$ cat src/rtl/mc_pkg.sv
// Shared definitions for the multicycle accumulator CPU: states, opcodes,
// Func bit indices, ALU codes and datapath mux select codes.
package mc_pkg;

    typedef enum logic [3:0] {
        S_FETCH  = 4'd0,
        S_DECODE = 4'd1,
        S_MEM_RD = 4'd2,
        S_WB_MEM = 4'd3,
        S_MEM_WR = 4'd4,
        S_JMP    = 4'd5,
        S_BRZ    = 4'd6,
        S_EXEC_R = 4'd7,
        S_EXEC_I = 4'd8,
        S_WB_ALU = 4'd9,
        S_HALT   = 4'd10
    } state_t;

    typedef enum logic [2:0] {
        CL_LOAD, CL_STORE, CL_JUMP, CL_BRZ, CL_TYPEC, CL_IMM, CL_UNDEF
    } op_class_t;

    localparam logic [3:0] OP_LOAD  = 4'b0000;
    localparam logic [3:0] OP_STORE = 4'b0001;
    localparam logic [3:0] OP_JUMP  = 4'b0010;
    localparam logic [3:0] OP_BRZ   = 4'b0100;
    localparam logic [3:0] OP_TYPEC = 4'b1000;
    localparam logic [3:0] OP_ADDI  = 4'b1100;
    localparam logic [3:0] OP_SUBI  = 4'b1101;
    localparam logic [3:0] OP_ANDI  = 4'b1110;
    localparam logic [3:0] OP_ORI   = 4'b1111;

    localparam int F_MOVETO   = 0;
    localparam int F_MOVEFROM = 1;
    localparam int F_ADD      = 2;
    localparam int F_SUB      = 3;
    localparam int F_AND      = 4;
    localparam int F_OR       = 5;
    localparam int F_NOT      = 6;
    localparam int F_NOP      = 7;
    localparam int F_RSVD     = 8;

    localparam logic [2:0] ALU_ADD   = 3'b000;
    localparam logic [2:0] ALU_SUB   = 3'b001;
    localparam logic [2:0] ALU_AND   = 3'b010;
    localparam logic [2:0] ALU_OR    = 3'b011;
    localparam logic [2:0] ALU_NOT   = 3'b100;
    localparam logic [2:0] ALU_PASSA = 3'b101;
    localparam logic [2:0] ALU_PASSB = 3'b110;

    localparam logic [1:0] SRCA_PC   = 2'b00;
    localparam logic [1:0] SRCA_REGA = 2'b10;
    localparam logic [1:0] SRCB_REGB = 2'b00;
    localparam logic [1:0] SRCB_ONE  = 2'b01;
    localparam logic [1:0] SRCB_IMM  = 2'b10;
    localparam logic [1:0] PCSRC_ALU = 2'b00;
    localparam logic [1:0] PCSRC_JMP = 2'b01;
    localparam logic [1:0] PCSRC_BR  = 2'b10;
    localparam logic [1:0] IMM_SEXT12 = 2'b00;

    function automatic op_class_t classify(input logic [3:0] op);
        case (op)
            OP_LOAD:  return CL_LOAD;
            OP_STORE: return CL_STORE;
            OP_JUMP:  return CL_JUMP;
            OP_BRZ:   return CL_BRZ;
            OP_TYPEC: return CL_TYPEC;
            OP_ADDI, OP_SUBI, OP_ANDI, OP_ORI: return CL_IMM;
            default:  return CL_UNDEF;
        endcase
    endfunction

endpackage

$ cat src/rtl/mc_alu_decoder.sv
// Combinational ALU decode: (op class, Func / Op[1:0]) -> ALUControl plus
// MOVETO, NOP and illegal-instruction flags.
module mc_alu_decoder
    import mc_pkg::*;
(
    input  op_class_t   op_class,
    input  logic [8:0]  func,
    input  logic [1:0]  op_lo,
    output logic [2:0]  alu_control,
    output logic        moveto,
    output logic        nop,
    output logic        illegal
);
    logic func_ok;
    logic is_typec;

    assign func_ok  = $onehot(func) && !func[F_RSVD];
    assign is_typec = (op_class == CL_TYPEC);
    assign moveto   = is_typec && func_ok && func[F_MOVETO];
    assign nop      = is_typec && func_ok && func[F_NOP];
    assign illegal  = (op_class == CL_UNDEF) || (is_typec && !func_ok);

    always_comb begin
        alu_control = ALU_ADD;
        if (op_class == CL_IMM) begin
            // Immediate opcodes encode ADD/SUB/AND/OR directly in Op[1:0].
            alu_control = {1'b0, op_lo};
        end else if (is_typec) begin
            if (func[F_MOVETO])        alu_control = ALU_PASSA;
            else if (func[F_MOVEFROM]) alu_control = ALU_PASSB;
            else if (func[F_SUB])      alu_control = ALU_SUB;
            else if (func[F_AND])      alu_control = ALU_AND;
            else if (func[F_OR])       alu_control = ALU_OR;
            else if (func[F_NOT])      alu_control = ALU_NOT;
            else                       alu_control = ALU_ADD;
        end
    end

endmodule

$ cat src/rtl/mc_control_unit.sv
// Multicycle controller FSM for the 16-bit accumulator CPU.
// Optional macro MC_ILLEGAL_HALT_EN: undefined instructions halt and set illegal.
module mc_control_unit
    import mc_pkg::*;
#(
    parameter int STATE_W = 4
) (
    input  logic               clk,
    input  logic               reset,
    input  logic [3:0]         Op,
    input  logic [8:0]         Func,
    input  logic               Zero,
    output logic               AdrSrc,
    output logic               MemWrite,
    output logic               IRWrite,
    output logic               RegWrite,
    output logic [1:0]         ALUSrcA,
    output logic [1:0]         ALUSrcB,
    output logic [1:0]         ImmSrc,
    output logic [2:0]         ALUControl,
    output logic               A3Src,
    output logic               PCWrite,
    output logic               OldPCWrite,
    output logic               MDRWrite,
    output logic               ResultSrc,
    output logic               AWrite,
    output logic               BWrite,
    output logic [1:0]         PCSrc,
    output logic               illegal,
    output logic [STATE_W-1:0] dbg_state
);
    state_t     state_reg;
    op_class_t  op_class;
    op_class_t  cls_reg;
    logic [2:0] alu_ctl_reg;
    logic       moveto_reg;
    logic [2:0] dec_alu;
    logic       dec_moveto, dec_nop, dec_illegal;

    assign op_class  = classify(Op);
    assign dbg_state = STATE_W'(state_reg);

    mc_alu_decoder u_alu_dec (
        .op_class    (op_class),
        .func        (Func),
        .op_lo       (Op[1:0]),
        .alu_control (dec_alu),
        .moveto      (dec_moveto),
        .nop         (dec_nop),
        .illegal     (dec_illegal)
    );

`ifdef MC_ILLEGAL_HALT_EN
    logic illegal_reg;
    assign illegal = illegal_reg;
`else
    assign illegal = 1'b0;
`endif

    always_ff @(posedge clk or negedge reset) begin
        if (!reset) begin
            state_reg   <= S_FETCH;
            cls_reg     <= CL_UNDEF;
            alu_ctl_reg <= ALU_ADD;
            moveto_reg  <= 1'b0;
`ifdef MC_ILLEGAL_HALT_EN
            illegal_reg <= 1'b0;
`endif
        end else begin
            case (state_reg)
                S_FETCH:  state_reg <= S_DECODE;
                S_DECODE: begin
                    // Later states use only this snapshot, not the live Op/Func.
                    cls_reg     <= op_class;
                    alu_ctl_reg <= dec_alu;
                    moveto_reg  <= dec_moveto;
                    if (dec_illegal) begin
`ifdef MC_ILLEGAL_HALT_EN
                        state_reg   <= S_HALT;
                        illegal_reg <= 1'b1;
`else
                        state_reg   <= S_FETCH;
`endif
                    end else begin
                        case (op_class)
                            CL_LOAD:  state_reg <= S_MEM_RD;
                            CL_STORE: state_reg <= S_MEM_WR;
                            CL_JUMP:  state_reg <= S_JMP;
                            CL_BRZ:   state_reg <= S_BRZ;
                            CL_TYPEC: state_reg <= dec_nop ? S_FETCH : S_EXEC_R;
                            CL_IMM:   state_reg <= S_EXEC_I;
                            default:  state_reg <= S_FETCH;
                        endcase
                    end
                end
                S_MEM_RD: state_reg <= S_WB_MEM;
                S_EXEC_R, S_EXEC_I: state_reg <= S_WB_ALU;
`ifdef MC_ILLEGAL_HALT_EN
                S_HALT:   state_reg <= S_HALT;
`endif
                default:  state_reg <= S_FETCH;
            endcase
        end
    end

    always_comb begin
        AdrSrc = 1'b0;  MemWrite = 1'b0;  IRWrite = 1'b0;  RegWrite = 1'b0;
        ALUSrcA = 2'b00; ALUSrcB = 2'b00; ImmSrc = 2'b00; ALUControl = ALU_ADD;
        A3Src = 1'b0;   PCWrite = 1'b0;   OldPCWrite = 1'b0; MDRWrite = 1'b0;
        ResultSrc = 1'b0; AWrite = 1'b0;  BWrite = 1'b0;  PCSrc = 2'b00;
        case (state_reg)
            S_FETCH: begin
                IRWrite = 1'b1; OldPCWrite = 1'b1; PCWrite = 1'b1;
                ALUSrcA = SRCA_PC; ALUSrcB = SRCB_ONE; PCSrc = PCSRC_ALU;
            end
            S_DECODE: begin
                AWrite = 1'b1; BWrite = 1'b1;
            end
            S_MEM_RD: begin
                AdrSrc = 1'b1; MDRWrite = 1'b1;
            end
            S_WB_MEM: begin
                ResultSrc = 1'b1; RegWrite = 1'b1;
            end
            S_MEM_WR: begin
                AdrSrc = 1'b1; MemWrite = 1'b1;
            end
            S_JMP: begin
                PCSrc = PCSRC_JMP; PCWrite = 1'b1;
            end
            S_BRZ: begin
                ALUSrcA = SRCA_REGA; ALUControl = ALU_PASSA;
                PCSrc = PCSRC_BR; PCWrite = Zero;
            end
            S_EXEC_R: begin
                ALUSrcA = SRCA_REGA; ALUSrcB = SRCB_REGB; ALUControl = alu_ctl_reg;
            end
            S_EXEC_I: begin
                ALUSrcA = SRCA_REGA; ALUSrcB = SRCB_IMM; ImmSrc = IMM_SEXT12;
                ALUControl = alu_ctl_reg;
            end
            S_WB_ALU: begin
                RegWrite = 1'b1;
                A3Src = moveto_reg && (cls_reg == CL_TYPEC);
            end
            default: ;
        endcase
        // Strobes must drop the instant reset asserts, even though FETCH is active.
        if (!reset) begin
            PCWrite = 1'b0; IRWrite = 1'b0; RegWrite = 1'b0; MemWrite = 1'b0;
            MDRWrite = 1'b0; OldPCWrite = 1'b0; AWrite = 1'b0; BWrite = 1'b0;
        end
    end

endmodule
$ cat config.mk
export PLATFORM = sky130hd
export DESIGN_NAME = mc_control_unit
export DESIGN_NICKNAME = d
export VERILOG_FILES = /design/src/rtl/mc_pkg.sv /design/src/rtl/mc_alu_decoder.sv /design/src/rtl/mc_control_unit.sv
export SDC_FILE = /design/constraint.sdc
export NUM_CORES = 1
export LEC_CHECK = 0
export CAP_MARGIN = 40
export CORE_MARGIN = 3
export CORE_UTILIZATION = 45
export DETAILED_ROUTE_END_ITERATION = 8
export DONT_BUFFER_PORTS = 1
export SLEW_MARGIN = 20
export SYNTH_ARGS = -nofsm -noshare
export SYNTH_HDL_FRONTEND = slang
export SYNTH_SLANG_ARGS = --single-unit
$ cat constraint.sdc
create_clock -name clk -period 1.4 [get_ports clk]
set_input_delay 0.21 -clock clk [delete_from_list [all_inputs] [get_ports clk]]
set_output_delay 0.21 -clock clk [all_outputs]
set_load 0.005 [all_outputs]
Yosys cells after proc, flatten, opt, wreduce, memory -nomap -nowiden
Memories as Yosys holds them, arrays and structs flattened. Cells that the tools add are included.

Register bits after elaboration: 11. Bits in read-only memories: 48. Bits of input ports: 16. Memories: 1.

Memory list: (name not given) (words 16, bits a word 3, read ports 1, clocked after Yosys merged registers in 0, wr ports 0, RTL line mc_pkg.sv:62) `case (op)`.

Add/sub/neg operators: 8. Eq/ne operators: 17. Multiplexer cells: 31. Reduce and logical (&&, ||, !) cells: 16.

Operator list (number): $mux W3 (9); $pmux W4 S6 (1); $eq A4 B3 Y1 const B (4); $pmux W4 S4 (1); $mux W1 (14); $add A4 B4 Y4 (3); $eq A3 B3 Y1 const B (4); $add A1 B1 Y2 (4); $eq A4 B1 Y1 const B (2); $eq A4 B2 Y1 const B (2); $eq A4 B4 Y1 const B (2); $pmux W2 S2 (2); $reduce_or A2 Y1 (4); $eq A3 B2 Y1 const B (2); $logic_and A1 B1 Y1 (6); $pmux W3 S2 (1); $add A4 B1 Y4 (1); $logic_not A4 Y1 (1); $mux W4 (1); $eq A3 B1 Y1 const B (1); $logic_not A3 Y1 (1); $reduce_or A3 Y1 (1); $logic_not A1 Y1 (2); $mux W2 (1); 2 further kinds (2).

Longest topological paths before layout
Depth in word-level cells: 12. Mapped depth: 11. Mapped depth without buffers: 11.

Modules after synthesis
Synthesis repeated with hierarchy kept, for this count alone.

Cells, all modules: 153. Area, all modules: 1237.4 um^2.

By module, submodules not included: mc_control_unit (times used 1, cells an instance 112, area an instance 894.6 um^2, sequential area each 277.8 um^2); mc_alu_decoder (times used 1, cells an instance 41, area an instance 342.8 um^2, sequential area each 0.0 um^2).

Worst setup path before layout
Ideal clock, no wire load.

Kind: in2reg. From: input port Func[0]. To: register state_reg[0], in the netlist dbg_state[0]. Data arrival time: 2.790 ns. Setup slack: -1.522 ns. Cell stages on the path: 11. Buffers on the path: 0. Cells stage by stage: ha_1 > fa_1 > inv_1 > fa_1 > inv_1 > ha_1 > fa_1 > nor2_1 > and2_1 > a211oi_2 > o31ai_1.

Longest elaborated chain between the ends: 12. Elaborated cells on any way between the ends: 15. Classes of those cells: add/sub (4); eq/ne (1); mux (4); reduce/logical (6).

Ends and longest elaborated chain: start: declaration (RTL line mc_control_unit.sv:11) `input logic [8:0] Func,`; $add A1 B1 Y2 (implied by the code) (*) (RTL line mc_alu_decoder.sv:17) `assign func_ok = $onehot(func) && !func[F_RSVD];`; $add A4 B4 Y4 (implied by the code) (*) (2 in series) (RTL line mc_alu_decoder.sv:17); $add A4 B1 Y4 (implied by the code) (*) (RTL line mc_alu_decoder.sv:17); $eq A4 B1 Y1 (*) (RTL line mc_alu_decoder.sv:17); $logic_and A1 B1 Y1 (*) (RTL line mc_alu_decoder.sv:17); $logic_and A1 B1 Y1 (2 in series) (RTL line mc_alu_decoder.sv:20) `assign nop = is_typec && func_ok && func[F_NOP];`; $mux W3 (RTL line mc_control_unit.sv:90) `CL_TYPEC: state_reg <= dec_nop ? S_FETCH : S_EXEC_R;`; $pmux W4 S6 (RTL line mc_control_unit.sv:85) `case (op_class)`; $mux W4 (*) (RTL line mc_control_unit.sv:77) `if (dec_illegal) begin`; $pmux W4 S4 (*) (RTL line mc_control_unit.sv:70) `case (state_reg)`; end signal: assignment (RTL line mc_control_unit.sv:90); end: declaration (RTL line mc_control_unit.sv:32) `state_t state_reg;`.

Every way passes the cells marked *; elsewhere a longest branch is shown, timed or not. A chain may end at the register's enable or synchronous reset.

Final worst setup path
From: input port Func[7]. To: register state_reg[1], in the netlist dbg_state[1].

Longest elaborated chain between the ends: 12. Elaborated cells on any way between the ends: 15. Classes of those cells: add/sub (4); eq/ne (1); mux (4); reduce/logical (6).

Ends and longest elaborated chain (RTL line): $add A1 B1 Y2 (implied by the code) (mc_alu_decoder.sv:17); $add A4 B4 Y4 (implied by the code) (2 in series) (mc_alu_decoder.sv:17); $add A4 B1 Y4 (implied by the code) (mc_alu_decoder.sv:17); $eq A4 B1 Y1 (mc_alu_decoder.sv:17); $logic_and A1 B1 Y1 (mc_alu_decoder.sv:17); $logic_and A1 B1 Y1 (2 in series) (mc_alu_decoder.sv:20); $mux W3 (mc_control_unit.sv:90); $pmux W4 S6 (mc_control_unit.sv:85); $mux W4 (*) (mc_control_unit.sv:77); $pmux W4 S4 (*) (mc_control_unit.sv:70).

Marks and branches as above.

==> impl_metrics.ini <==
[clock_network]
cts.sinks = 11
cts_max_level = 1
numCtsBuffers = 3
clockBufferDepth = 2
clkLatencyLatePin_ns = 0.27
clk_pin_slew_ns = 0.08
cts_tree = done
ctsRootBufferMaster = clkbuf_4

[global_routing]
grt_max_degree = 15
overflow = 0
grt_pass1_wl_um = 4600
antenna_found_initial = 0
grt_util_all_layers = 0.173
grt_pass1_vias = 1083

[layout]
post-route-cell-area_um2 = 1690
antenna_cells = 0
drive_above_1_share = 0.434
register_area_um2 = 280
postLayoutCoreUtil = 0.665
multi_input_area_um2 = 971
num-fill-cells = 207
area_growth_syn_to_layout_pct = 37.2
final_nets = 202
largest_reg_flops = 4

[placement]
place.port_buffers = 0
place_hpwl_um = 2160
gp_congestion = 0.810
post_dp_cell_area_um2 = 1420

[synth]
async_reset_ff_frac = 1.00
synth_edf_count = 0
synth_top_cells_by_count = nor2_1 (14), nand2_1 (12), inv_1 (11)
yosysSeqAreaShare = 0.225
yosysMostFrequentCell = nor2_1
netlist_instances = 146
syn_area_um2 = 1230
ys_ff_latch = 11
synth_area_leaders = dfrtp_1 (18%), fa_1 (8.1%), ha_1 (7.1%)
synth_ff_type = dfrtp_1
syn_avg_cell_area_um2 = 8.45
yosysTopAreaCellShare = 0.183
synth_cell_types = 42
yosys.area.top_type = dfrtp_1
synth-warning-count = 0

[run]
cap_violations = 0

[outcome]
violations = setup timing
status = finished with violations

[worst_setup_path]
crit_slowest_cell = fa_2
crit_chain = ha_4 -> inv_2 -> fa_2 -> inv_2 -> fa_2 -> ha_2 -> fa_1 -> nor2_4 -> and2_4 -> a211oi_4 -> o21ai_1
path_max_fanout = 3
setup.worst_path.end_class = flop
crit_required_ns = 1.55
max_stage_delay_ns = 0.56
crit_type = in2reg
arrival_ns = 2.75
critPathLaunchType = primary input

[die]
core_um2 = 2540
rows = 18
io_pins = 43
die_h_um = 58.4
die-area_um2 = 3410
start_util = 0.485
die_x_um = 58.4

[timing]
max_freq_ghz = 0.384
period_share = 1.86
skew_ns = 0.00722
maxSlewViolCount = 0
rsz0062_at_grt = yes
setup_ws_ns = -1.20
setup_viol = 23
hold_viol_final = 0
min_period_ns = 2.60
worstMarginPinSlew_ns = 0.515
worst_slew_margin_rel = 0.656
hold_ws_ns = 0.106

[pwr]
powerDensity_nw_per_um2 = 1570
leakage_nw = 0.743
vdd_drop_max_mv = 1.34

[routing]
route.detailed.drc = 0
drt_iter0_drc = 35
wire_per_inst_um = 14.7
drt_first_pass_iters = 5
num_vias = 1147
vias_per_cell = 5.65
drtAntennaViolNets = 0
wirelength_um = 2980

[worst_hold_path]
holdCritPathClass = in2reg
==> cell usage in the layout (no fill, tap or decap), types with 3 or more instances in the layout <==
cell	count
buf_4	24
nor2_1	12
nand2_1	10
inv_1	7
dfrtp_1	7
buf_6	6
o21a_1	5
a31oi_1	5
inv_2	4
nand3_1	4
ha_4	4
conb_1	4
nor2b_1	3
nor4b_1	3
o211ai_1	3
o21ai_1	3
and3_1	3
fa_1	3
clkbuf_4	3
==> kinds of logic (layout without fill, tap and decap cells) <==
logic type,count (synthesis),in the layout,share of synthesized area
other cells,1,4,0.00304
simple gates,61,61,0.293
flops,11,11,0.225
compound gates,29,29,0.167
fa+ha+maj,13,13,0.160
xor+xnor,3,3,0.0213
buf+inv,26,50,0.114
mux,2,2,0.0162
==> final timing paths <==
kind                              startpoint      endpoint  slack [ns]  cells past startpoint
worst min-delay path                 Func[0]    moveto_reg        0.11                      2
worst max register to register  dbg_state[3]  dbg_state[2]        0.02                      7
max in group asynchronous              reset  dbg_state[0]        0.69                      1
worst max-delay path                 Func[7]  dbg_state[1]       -1.20                     11
min in group asynchronous              reset    moveto_reg        0.34                      1
worst min register to register    cls_reg[2]    cls_reg[2]        0.46                      2
==> metrics by stage <==
step	total power [W]	worst slack, ns	setup TNS [ns]	std cells
after floorplan	0.00149	-1.37	-5.21	149
after global placement	0.00183	-1.44	-5.65	182
after detailed placement	0.00186	-1.45	-5.81	182
after CTS	0.00241	-1.16	-7.92	197
after global routing	0.00288	-1.26	-9.82	203
final	0.00266	-1.20	-8.00	203
==> timing repair <==
item	4_1_cts	5_1_grt
endpoints found under the setup margin	24	29
pin swaps	3	2
hold endpoints to repair	11	0
setup buffers	9	7
gates resized for setup	13	10
cloned	1	0
hold buffers	1	0
==> critical path, delay by kind of cell <==
kind | cells | cell delay (ns)
adders and majority gates | 5 | 1.88
AOI/OAI and AO/OA | 2 | 0.38
and+or+nand+nor | 2 | 0.21
buffers and inverters | 2 | 0.07
==> power by group <==
group	switching, W	internal (W)	total (W)
clock network	0.000112	0.000106	0.000217
registers	0.000112	0.000466	0.000578
logic	0.000828	0.00104	0.00187
==> per-layer routing <==
layer | GRT usage | wire (um) | up-vias
met5 | 0 | 0 | -
met1 | 0.196 | 1180 | 549
met2 | 0.313 | 1560 | 38
met4 | 0.0728 | 56 | 0
met3 | 0.0373 | 192 | 6
li1 | - | - | 554
==> area by class of cell <==
class / count / area share
multi-input cells: 112 / 0.574
repair buffers: 35 / 0.198
flip-flops and latches: 11 / 0.166
inverters: 11 / 0.0244
well taps: 30 / 0.0222
clock buffers: 3 / 0.0133
clock inverters: 1 / 0.00296
Power figures use the tool's default switching activity.
